--- config.mk ---
export PLATFORM = sky130hd
export DESIGN_NAME = udp_tx_framer
export DESIGN_NICKNAME = d
export VERILOG_FILES = /design/src/rtl/udp_tx_framer.sv
export SDC_FILE = /design/constraint.sdc
export NUM_CORES = 1
export LEC_CHECK = 0
export CORE_MARGIN = 8
export CORE_UTILIZATION = 25
export CTS_CLUSTER_SIZE = 8
export DETAILED_ROUTE_END_ITERATION = 10
export RECOVER_POWER = 50
export SLEW_MARGIN = 10
export SYNTH_ARGS = -nofsm -noshare
export SYNTH_HDL_FRONTEND = slang
export SYNTH_SLANG_ARGS = --single-unit
--- constraint.sdc ---
create_clock -name axis_clk -period 11.4 [get_ports axis_clk]
set_input_delay 2.28 -clock axis_clk [delete_from_list [all_inputs] [get_ports axis_clk]]
set_output_delay 2.28 -clock axis_clk [all_outputs]
set_load 0.05 [all_outputs]
--- src/rtl/udp_tx_framer.sv ---
// udp_tx_framer: prepends a one-word header (sync, sequence, length) to each
// frame of payload words and streams the result through a single output
// register stage. Frame length is captured when the header is emitted.
// Only DATA_WIDTH = 64 is meaningful because the header layout is 64 bits.
module udp_tx_framer #(
    parameter int DATA_WIDTH = 64,
    parameter int LEN_W      = 8
) (
    input  logic                  axis_clk,
    input  logic                  axis_rst,
    input  logic                  s_axis_valid,
    input  logic [DATA_WIDTH-1:0] s_axis_data,
    output logic                  s_axis_ready,
    input  logic [LEN_W-1:0]      cfg_len_words,
    output logic                  m_axis_valid,
    output logic [DATA_WIDTH-1:0] m_axis_data,
    output logic                  m_axis_last,
    input  logic                  m_axis_ready,
    output logic [31:0]           stat_frames
);

    typedef enum logic {
        IDLE    = 1'b0,
        PAYLOAD = 1'b1
    } state_t;

    state_t                state_q, state_d;
    logic [LEN_W-1:0]      len_q, len_d;
    logic [LEN_W-1:0]      count_q, count_d;
    logic [15:0]           seq_q, seq_d;
    logic [31:0]           stat_q, stat_d;
    logic                  m_valid_q, m_valid_d;
    logic [DATA_WIDTH-1:0] m_data_q, m_data_d;
    logic                  m_last_q, m_last_d;

    logic                  out_free;
    logic                  s_ready;
    logic [LEN_W-1:0]      len_new;
    logic [15:0]           len_field;
    logic [DATA_WIDTH-1:0] header_word;
    logic                  last_word;

    // A zero length request is treated as a one-word frame so every frame has payload.
    assign len_new     = (cfg_len_words == '0) ? LEN_W'(1) : cfg_len_words;
    assign len_field   = 16'(len_new);
    assign header_word = {16'hA5C3, seq_q, len_field, 16'h0000};
    assign last_word   = (count_q == (len_q - LEN_W'(1)));
    assign out_free    = !m_valid_q || m_axis_ready;

    // Next-state and output-register loading: header from IDLE, payload words in PAYLOAD.
    always_comb begin
        state_d   = state_q;
        len_d     = len_q;
        count_d   = count_q;
        seq_d     = seq_q;
        stat_d    = stat_q;
        m_valid_d = m_valid_q;
        m_data_d  = m_data_q;
        m_last_d  = m_last_q;
        s_ready   = 1'b0;

        if (out_free) begin
            m_valid_d = 1'b0;
        end

        case (state_q)
            IDLE: begin
                if (s_axis_valid && out_free) begin
                    m_valid_d = 1'b1;
                    m_data_d  = header_word;
                    m_last_d  = 1'b0;
                    len_d     = len_new;
                    count_d   = '0;
                    state_d   = PAYLOAD;
                end
            end
            PAYLOAD: begin
                s_ready = out_free;
                if (s_axis_valid && out_free) begin
                    m_valid_d = 1'b1;
                    m_data_d  = s_axis_data;
                    m_last_d  = last_word;
                    if (last_word) begin
                        seq_d   = seq_q + 16'd1;
                        stat_d  = stat_q + 32'd1;
                        state_d = IDLE;
                    end else begin
                        count_d = count_q + LEN_W'(1);
                    end
                end
            end
            default: begin
                state_d = IDLE;
            end
        endcase
    end

    // State, frame bookkeeping and the output register; reset clears everything.
    always_ff @(posedge axis_clk or posedge axis_rst) begin
        if (axis_rst) begin
            state_q   <= IDLE;
            len_q     <= '0;
            count_q   <= '0;
            seq_q     <= '0;
            stat_q    <= '0;
            m_valid_q <= 1'b0;
            m_data_q  <= '0;
            m_last_q  <= 1'b0;
        end else begin
            state_q   <= state_d;
            len_q     <= len_d;
            count_q   <= count_d;
            seq_q     <= seq_d;
            stat_q    <= stat_d;
            m_valid_q <= m_valid_d;
            m_data_q  <= m_data_d;
            m_last_q  <= m_last_d;
        end
    end

    assign s_axis_ready = s_ready;
    assign m_axis_valid = m_valid_q;
    assign m_axis_data  = m_data_q;
    assign m_axis_last  = m_last_q;
    assign stat_frames  = stat_q;

endmodule

* Word level (Yosys, flattened, before mapping) *
Index checks and enable logic that the tools add are counted.

storage, ports and cells
  bits in registers = 131
  latch bits = 0
  RAM bits = 0
  ROM bits = 0
  input bits = 76
  output and inout bits = 99
  logic and storage cells = 44
  memories = 0

cells by class
  add/subtract/negate cells = 4
  multiply operators = 0
  divide/modulo/power cells = 0
  $lt $le $gt $ge = 0
  equality and inequality tests = 4
  shifts and indexed selects = 0
  muxes and demuxes = 18
  bitwise logic cells = 1
  reductions and logical operators = 9

operators with widths
  kind                                               number
  2-to-1 mux 64 bit                                  2
  case mux 64 bit (2 select lines)                   1
  adder 32 x 1 -> 32 bit (second input constant)     1
  2-to-1 mux 8 bit                                   4
  adder 16 x 1 -> 16 bit (second input constant)     1
  case mux 8 bit (2 select lines)                    1
  adder 8 x 1 -> 8 bit (second input constant)       1
  == test 8 bit                                      1
  zero test 8 bit                                    1
  2-to-1 mux 1 bit                                   8
  subtractor 8 x 1 -> 8 bit (second input constant)  1
  AND reduction 3 bit                                2
  != test 2 bit (second input constant)              2
  case mux 1 bit (2 select lines)                    2
  AND reduction 2 bit                                2
  != test 2 x 1 -> 1 bit (second input constant)     1
  nonzero test 2 bit                                 1
  logical AND 1 bit                                  1
  zero test 1 bit                                    1
  logical OR 1 bit                                   1
  NOT 1 bit                                          1

* Longest topological paths before layout *
Gate-level depths: netlist of run 1.

  word-level depth = 5
  gate-level depth with buffers = 11

* Least setup slack after synthesis of run 1 *
OpenSTA, ideal clock, no wires.

  path kind = input -> output
  from = in m_axis_ready
  to = out s_axis_ready
  arrival = 2.872 ns
  slack = 6.248 ns
  cell stages on the path = 2
  path buffers = 0
  cell sequence = nand2b_1 > and2_1

between the ends
  cells in the longest elaborated chain, start to end = 2

RTL lines
  what              line  source
  from (decl)       18    input logic m_axis_ready,
  logical OR 1 bit  48    assign out_free = !m_valid_q || m_axis_ready;
  2-to-1 mux 1 bit  66    case (state_q)
  to (decl)         13    output logic s_axis_ready,

No other way between the ends.

* Final worst setup path of run 1 *
Same ends and word-level chain as after synthesis.

==> reports/results.ini, run 1 <==
[power_and_ir_drop]
internal-power_uw=1070
p_clk_frac=0.330
finalPower_uw=1690
powerDensity_nw_per_um2=201
ir_worst_vdd_mv=0.0982
p_switching_uw=617
leakage_uw=0.00360
combPwrFrac=0.312
seq_power_share=0.358
netSwitchingFraction=0.365

[sta]
hold_violations=0
fin_setup_tns_ns=0
finalClockSkew_ns=0.00736
drv_slew=139
rsz0062_at_grt=false
period_needed_ns=6.23
tightest_slew_ns=3.53
setup_viol=0
fin_hold_ws_ns=0.467
relSlewSlack=-1.35
max_freq_mhz=161
timing.final.crit_share=0.546

[global_routing]
grt_max_degree=75
use_met3=0.0547
grt_pass1_vias=4792
met1_usage=0.154
track_usage=0.120
grt_pass1_wl_um=27000
grt_util_met2=0.178
overflow=0
antenna_found_initial=2
busiest_layer=met2

[floorplanning]
die_area_um2=28200
die_h_um=168
start_util=0.255
ios=175
die_x_um=168
core_area_um2=22600
row_count=55

[route]
postRouteWirelength_um=16800
drt_first_iter_violations=294
routed_via_density=4.61
dr_total_vias=4480
detail-route-antenna-nets=0
dr.pass1.iters=5
drc=0
post_drt_wl_per_cell_um=17.3

[setup_path]
worstPathRequired_ns=9.12
rr_worst_depth=7
cp.arrival_ns=3.95
timing.rr.start=m_axis_valid
r2r_slack_ns=7.53
critPathKind=in2out
worst_setup_path_end_kind=output pin
cp-start-kind=input pin
reg2reg_to=m_axis_data[17]
cp-startpoint=m_axis_ready
crit_fanout=5

[yosys]
synth_top_area_cell=dfrtp_1
synth-seq-area-share=0.568
postSynthAreaPerCell_um2=11.5
synthArstFlopShare=1.00
synth_flop_cell=dfrtp_1
synth_top_area_share=0.568
netlist_area_um2=5770
ys_warn_count=0
syn_inst=500
synth-edff-count=0
synth.area.top_cells=dfrtp_1 57%, xnor2_1 6.5%, a22o_1 4.9%, nand2_1 3.5%, a221o_1 2.9%
synth.distinct_cells=42
ys_seq_elements=131
synthesis.nets=580

[cts]
htree_levels=4
max-clock-path-buffers=2
cts_setup_buffers=0
ctsHoldBuffers=0
postCtsResizedCells=0
clk_pin_slew_ns=0.06
cts.sinks=131
numCtsBuffers=17
cts_root_buffer=clkbuf_16
cts_tree=yes
clkLatencyLatePin_ns=0.42

[placement]
io_buffer_count=174
gp_congestion=0.741
postPlaceCellArea_um2=7810
post-dp-hpwl_um=11300

[worst_hold_path]
min_path_type=reg2reg
hold_depth=1
min_to=seq_q[15]
min_from=seq_q[15]

[run]
maxCapViolations=2

[cells_and_area]
drive_gt1_frac=0.0715
final_area_um2=8400
fillers=2239
nets=752
regArea_um2=3280
post-route-util=0.371
multiInputGateArea_um2=2340
areaGrowthSynthToFinish_pct=45.6

[status]
run_status=complete, but fails checks
failed_checks=capacitance limit, slew limit

-- logic make-up (layout without fill, tap and decap cells) --
logic type	Yosys count	after routing	share of synthesized area
simple gates	182	182	0.178
flops	131	131	0.568
compound gates	78	78	0.118
xor+xnor	62	62	0.0941
buf+inv	40	225	0.0278
fa+ha+maj	4	4	0.00867
mux	3	3	0.00542
other cells	0	1	0
-- cell usage after synthesis (2+ instances only) --
cell type / count
ha_1: 4
a22o_1: 32
a21oi_1: 7
clkbuf_1: 17
buf_2: 5
nor3b_1: 18
xor2_1: 19
and4_1: 3
nor3_1: 8
xnor2_1: 43
nand4_1: 20
dfrtp_1: 131
nand3_1: 20
nand2b_1: 5
nor4_4: 2
or4_1: 3
buf_1: 3
mux2i_1: 2
o22a_1: 8
and2_1: 6
a221o_1: 17
and3_1: 9
o21bai_1: 2
nor3_2: 2
a222oi_1: 7
nor2_1: 16
nor2b_1: 3
nor4_1: 8
nand2_1: 54
inv_1: 14
-- state kept, by name, indices dropped and copies added (netlist names) --
signal        flops
stat_frames      32
m_axis_data      64
len_q             8
seq_q            16
count_q           8
m_axis_valid      1
state_q           1
m_axis_last       1
-- critical path, cell delays in order --
cell	delay [ns]
dlygate4sd3_1	0.51
nand2b_1	0.18
and2_1	0.16
clkdlybuf4s50_1	0.81
-- routing by layer --
metal / vias up / share of wire
met5: - / 0.0010
met4: 2 / 0.014
met3: 23 / 0.093
met2: 136 / 0.43
met1: 2169 / 0.46
li1: 2150 / -
-- power by group through the flow --
stage / Sequential [µW] / Combinational [µW] / Clock, µW
floorplan: 767 / 209 / 0
global placement: 611 / 542 / 0
detailed placement: 612 / 547 / 0
CTS: 606 / 549 / 577
global route: 616 / 567 / 596
finish: 604 / 527 / 558
-- area by class of cell --
cell class | count | share of cell area
inverters | 14 | 0.00640
repair buffers | 179 | 0.211
multi-input cells | 329 | 0.278
diodes | 1 | 0.000298
clock buffers | 19 | 0.0539
clock inverters | 13 | 0.0177
well taps | 285 | 0.0424
flip-flops and latches | 131 | 0.390
-- metrics by stage --
| stage | setup WS (ns) | std cells |
|---|---|---|
| after detailed placement | 5.24 | 938 |
| after global placement | 5.25 | 938 |
| after floorplan | 5.62 | 500 |
| final | 5.17 | 971 |
| after global routing | 5.02 | 970 |
| after CTS | 5.24 | 970 |
-- cells in the final DEF (no fill, tap or decap), types with 3 or more instances in the layout --
master,n
and4_1,3
xnor2_1,43
a221o_1,17
clkbuf_16,17
nand2b_1,5
a222oi_1,7
a21oi_1,7
inv_1,13
dfrtp_1,131
nor2b_1,3
nand4_1,20
and2_1,5
inv_6,5
o22a_1,8
clkinvlp_4,3
nor3_1,8
clkdlybuf4s50_1,113
and3_1,8
xor2_1,19
nand3_1,20
nor2_1,16
buf_4,4
a22o_1,32
nor3b_1,18
dlygate4sd3_1,61
nand2_1,53
ha_1,4
or4_1,3
nor4_1,8
-- worst max path at each step --
stage,endpoint,cells after the start
after global routing,m_axis_data[22],8
after floorplan,count_q[0],1
after CTS,s_axis_ready,4
after detailed placement,s_axis_ready,4
final,s_axis_ready,4
after global placement,s_axis_ready,4
Power figures use the tool's default switching activity.
==> run 2, diff against run 1 <==
- clock period: 11.4 -> 6.22 ns (I/O delays scaled with it)
==> run 2 against run 1 <==
Effect of this change:
- the run still ends with capacitance limit, slew limit left
- global-route usage about the same
- critical path depth down 1
- cell area up 0.43%
- clock power up 94%
- sequential share of layout area down 0.17 points
- core utilization up 0.16 points
- register-to-register slack worse by 4.3 ns
- worst setup slack worse by 3.2 ns
- non-clock buffer count down 1
- first-iteration DRC count up 3.7%
- critical path type is now in2async
- critical endpoint is now m_axis_data[58]
- largest power group unchanged
==> reports/results.ini, run 2 (synthesis gave the netlist of run 1 again) <==
[status]
run_status=complete, but fails checks
failed_checks=capacitance limit, slew limit

[power_and_ir_drop]
p_switching_uw=1100  ; +79%
combPwrFrac=0.306  ; -0.006
internal-power_uw=2070  ; +93%
ir_worst_vdd_mv=0.159  ; +62%
seq_power_share=0.353  ; -0.005
p_clk_frac=0.341  ; +0.011
leakage_uw=0.00359  ; -0.44%
powerDensity_nw_per_um2=376  ; +87%
netSwitchingFraction=0.348  ; -0.0174

[placement]
dp_slack_ns=2.07  ; -3.17 ns
io_buffer_count=174  ; unchanged
gp_congestion=0.784  ; +5.8%
post-dp-hpwl_um=11600  ; +2.4%

[setup_path]
cp_slowest_cell=clkinvlp_2
critPathKind=in2async
worstPathRequired_ns=6.69  ; -2.43 ns
cp-start-kind=input pin
r2r_slack_ns=3.19  ; -4.34 ns
worst_path_largest_cell_delay_ns=1.99  ; +1.18 ns
crit_chain=dlygate4sd3_1 -> clkinvlp_2 -> buf_4
worst_setup_path_end_kind=asynchronous set/reset pin
cp.arrival_ns=4.71  ; +0.76 ns
crit_fanout=80  ; +75

[cts]
htree_levels=4  ; unchanged
postCtsResizedCells=0  ; unchanged
cts.sinks=131  ; unchanged
cts_tree=yes
cts_setup_buffers=0  ; unchanged
clkLatencyLatePin_ns=0.41  ; about the same
max-clock-path-buffers=2  ; unchanged
ctsHoldBuffers=0  ; unchanged
numCtsBuffers=17  ; unchanged
cts_root_buffer=clkbuf_16
clk_pin_slew_ns=0.05  ; about the same

[route]
detail-route-antenna-nets=0  ; unchanged
routed_via_density=4.64  ; +0.56%
dr_total_vias=4496  ; +0.36%
drt_first_iter_violations=305  ; +3.7%
postRouteWirelength_um=16700  ; -0.39%
post_drt_wl_per_cell_um=17.3  ; -0.19%
drc=0  ; unchanged
dr.pass1.iters=5  ; unchanged

[floorplanning]
start_util=0.255  ; unchanged
die_x_um=168  ; unchanged
core_area_um2=22600  ; unchanged
die_h_um=168  ; unchanged
ios=175  ; unchanged
die_area_um2=28200  ; unchanged
row_count=55  ; unchanged

[sta]
finalClockSkew_ns=0.00950  ; +0.00214 ns
drv_slew=128  ; -7.9%
period_needed_ns=4.24
tightest_slew_ns=3.58  ; +0.0534 ns
fin_hold_ws_ns=0.474  ; +0.00730 ns
rsz0062_at_grt=false
timing.final.crit_share=0.681
layout_setup_ws_ns=1.98  ; -3.19 ns
fin_setup_tns_ns=0  ; unchanged
max_freq_mhz=236
hold_violations=0  ; unchanged
setup_viol=0  ; unchanged
relSlewSlack=-1.40  ; -0.0487

[cells_and_area]
mostFrequentLayoutCells=155 x clkdlybuf4s50_1, 131 x dfrtp_1, 54 x nand2_1
drive_gt1_frac=0.0687  ; -0.00282
largest_register_ffs=64  ; unchanged
fillers=2213  ; -1.2%
diodes=0  ; -1
final_common_cell=clkdlybuf4s50_1
areaGrowthSynthToFinish_pct=46.3
nets=751  ; -0.13%

[global_routing]
grt_pass1_vias=4602  ; -4.0%
antenna_found_initial=2  ; unchanged
grt_pass1_wl_um=27100  ; +0.18%
grt_max_degree=81  ; +8.0%
track_usage=0.121  ; +0.000388
overflow=0  ; unchanged

[run]
maxCapViolations=2  ; unchanged

[worst_hold_path]
min_path_type=reg2reg

## run 2: critical path: cells and delay by family
kind     cells  cell delay [ns]
buf+inv      3             3.36
## run 2: through the flow
step | util | power, µW | cells | instance area, µm²
after floorplan | - | 1790 | 500 | 5770
after global placement | 0.345 | 2110 | 937 | 7800
after detailed placement | 0.345 | 2120 | 937 | 7800
after CTS | 0.373 | 3230 | 969 | 8450
after global routing | 0.373 | 3340 | 969 | 8440
final | 0.373 | 3170 | 969 | 8440
## run 2: layout make-up
| class | count | area (µm²) | share of cell area |
|---|---|---|---|
| repair buffers | 178 | 1770 | 0.210 |
| clock inverters | 11 | 176 | 0.0209 |
| multi-input cells | 329 | 2330 | 0.276 |
| inverters | 14 | 53.8 | 0.00637 |
| clock buffers | 21 | 470 | 0.0557 |
| well taps | 285 | 357 | 0.0422 |
| flip-flops and latches | 131 | 3280 | 0.388 |
## run 2: worst paths after layout
kind | from | end | depth (start not counted)
min reg2reg | stat_frames[31] | stat_frames[31] | 1
min in group asynchronous | axis_rst | m_axis_data[3] | 2
min | stat_frames[31] | stat_frames[31] | 1
max in group axis_clk | m_axis_ready | s_axis_ready | 4
max | axis_rst | m_axis_data[58] | 3
max reg2reg | len_q[0] | stat_frames[31] | 8
## run 2: metal layers
layer | global-route usage | wire length [µm] | vias up
met3 | 0.0475 | 1260 | 14
met5 | 0 | 25 | -
met2 | 0.172 | 7010 | 127
li1 | - | - | 2159
met4 | 0.0361 | 155 | 4
met1 | 0.165 | 8280 | 2192
## run 2: power by group through the flow
stage                     logic, µW  clock network, µW  registers (µW)
final                           970               1080            1120
after global routing           1040               1160            1140
after CTS                       990               1120            1120
after detailed placement        986                  0            1140
after global placement          981                  0            1130
after floorplan                 384                  0            1410
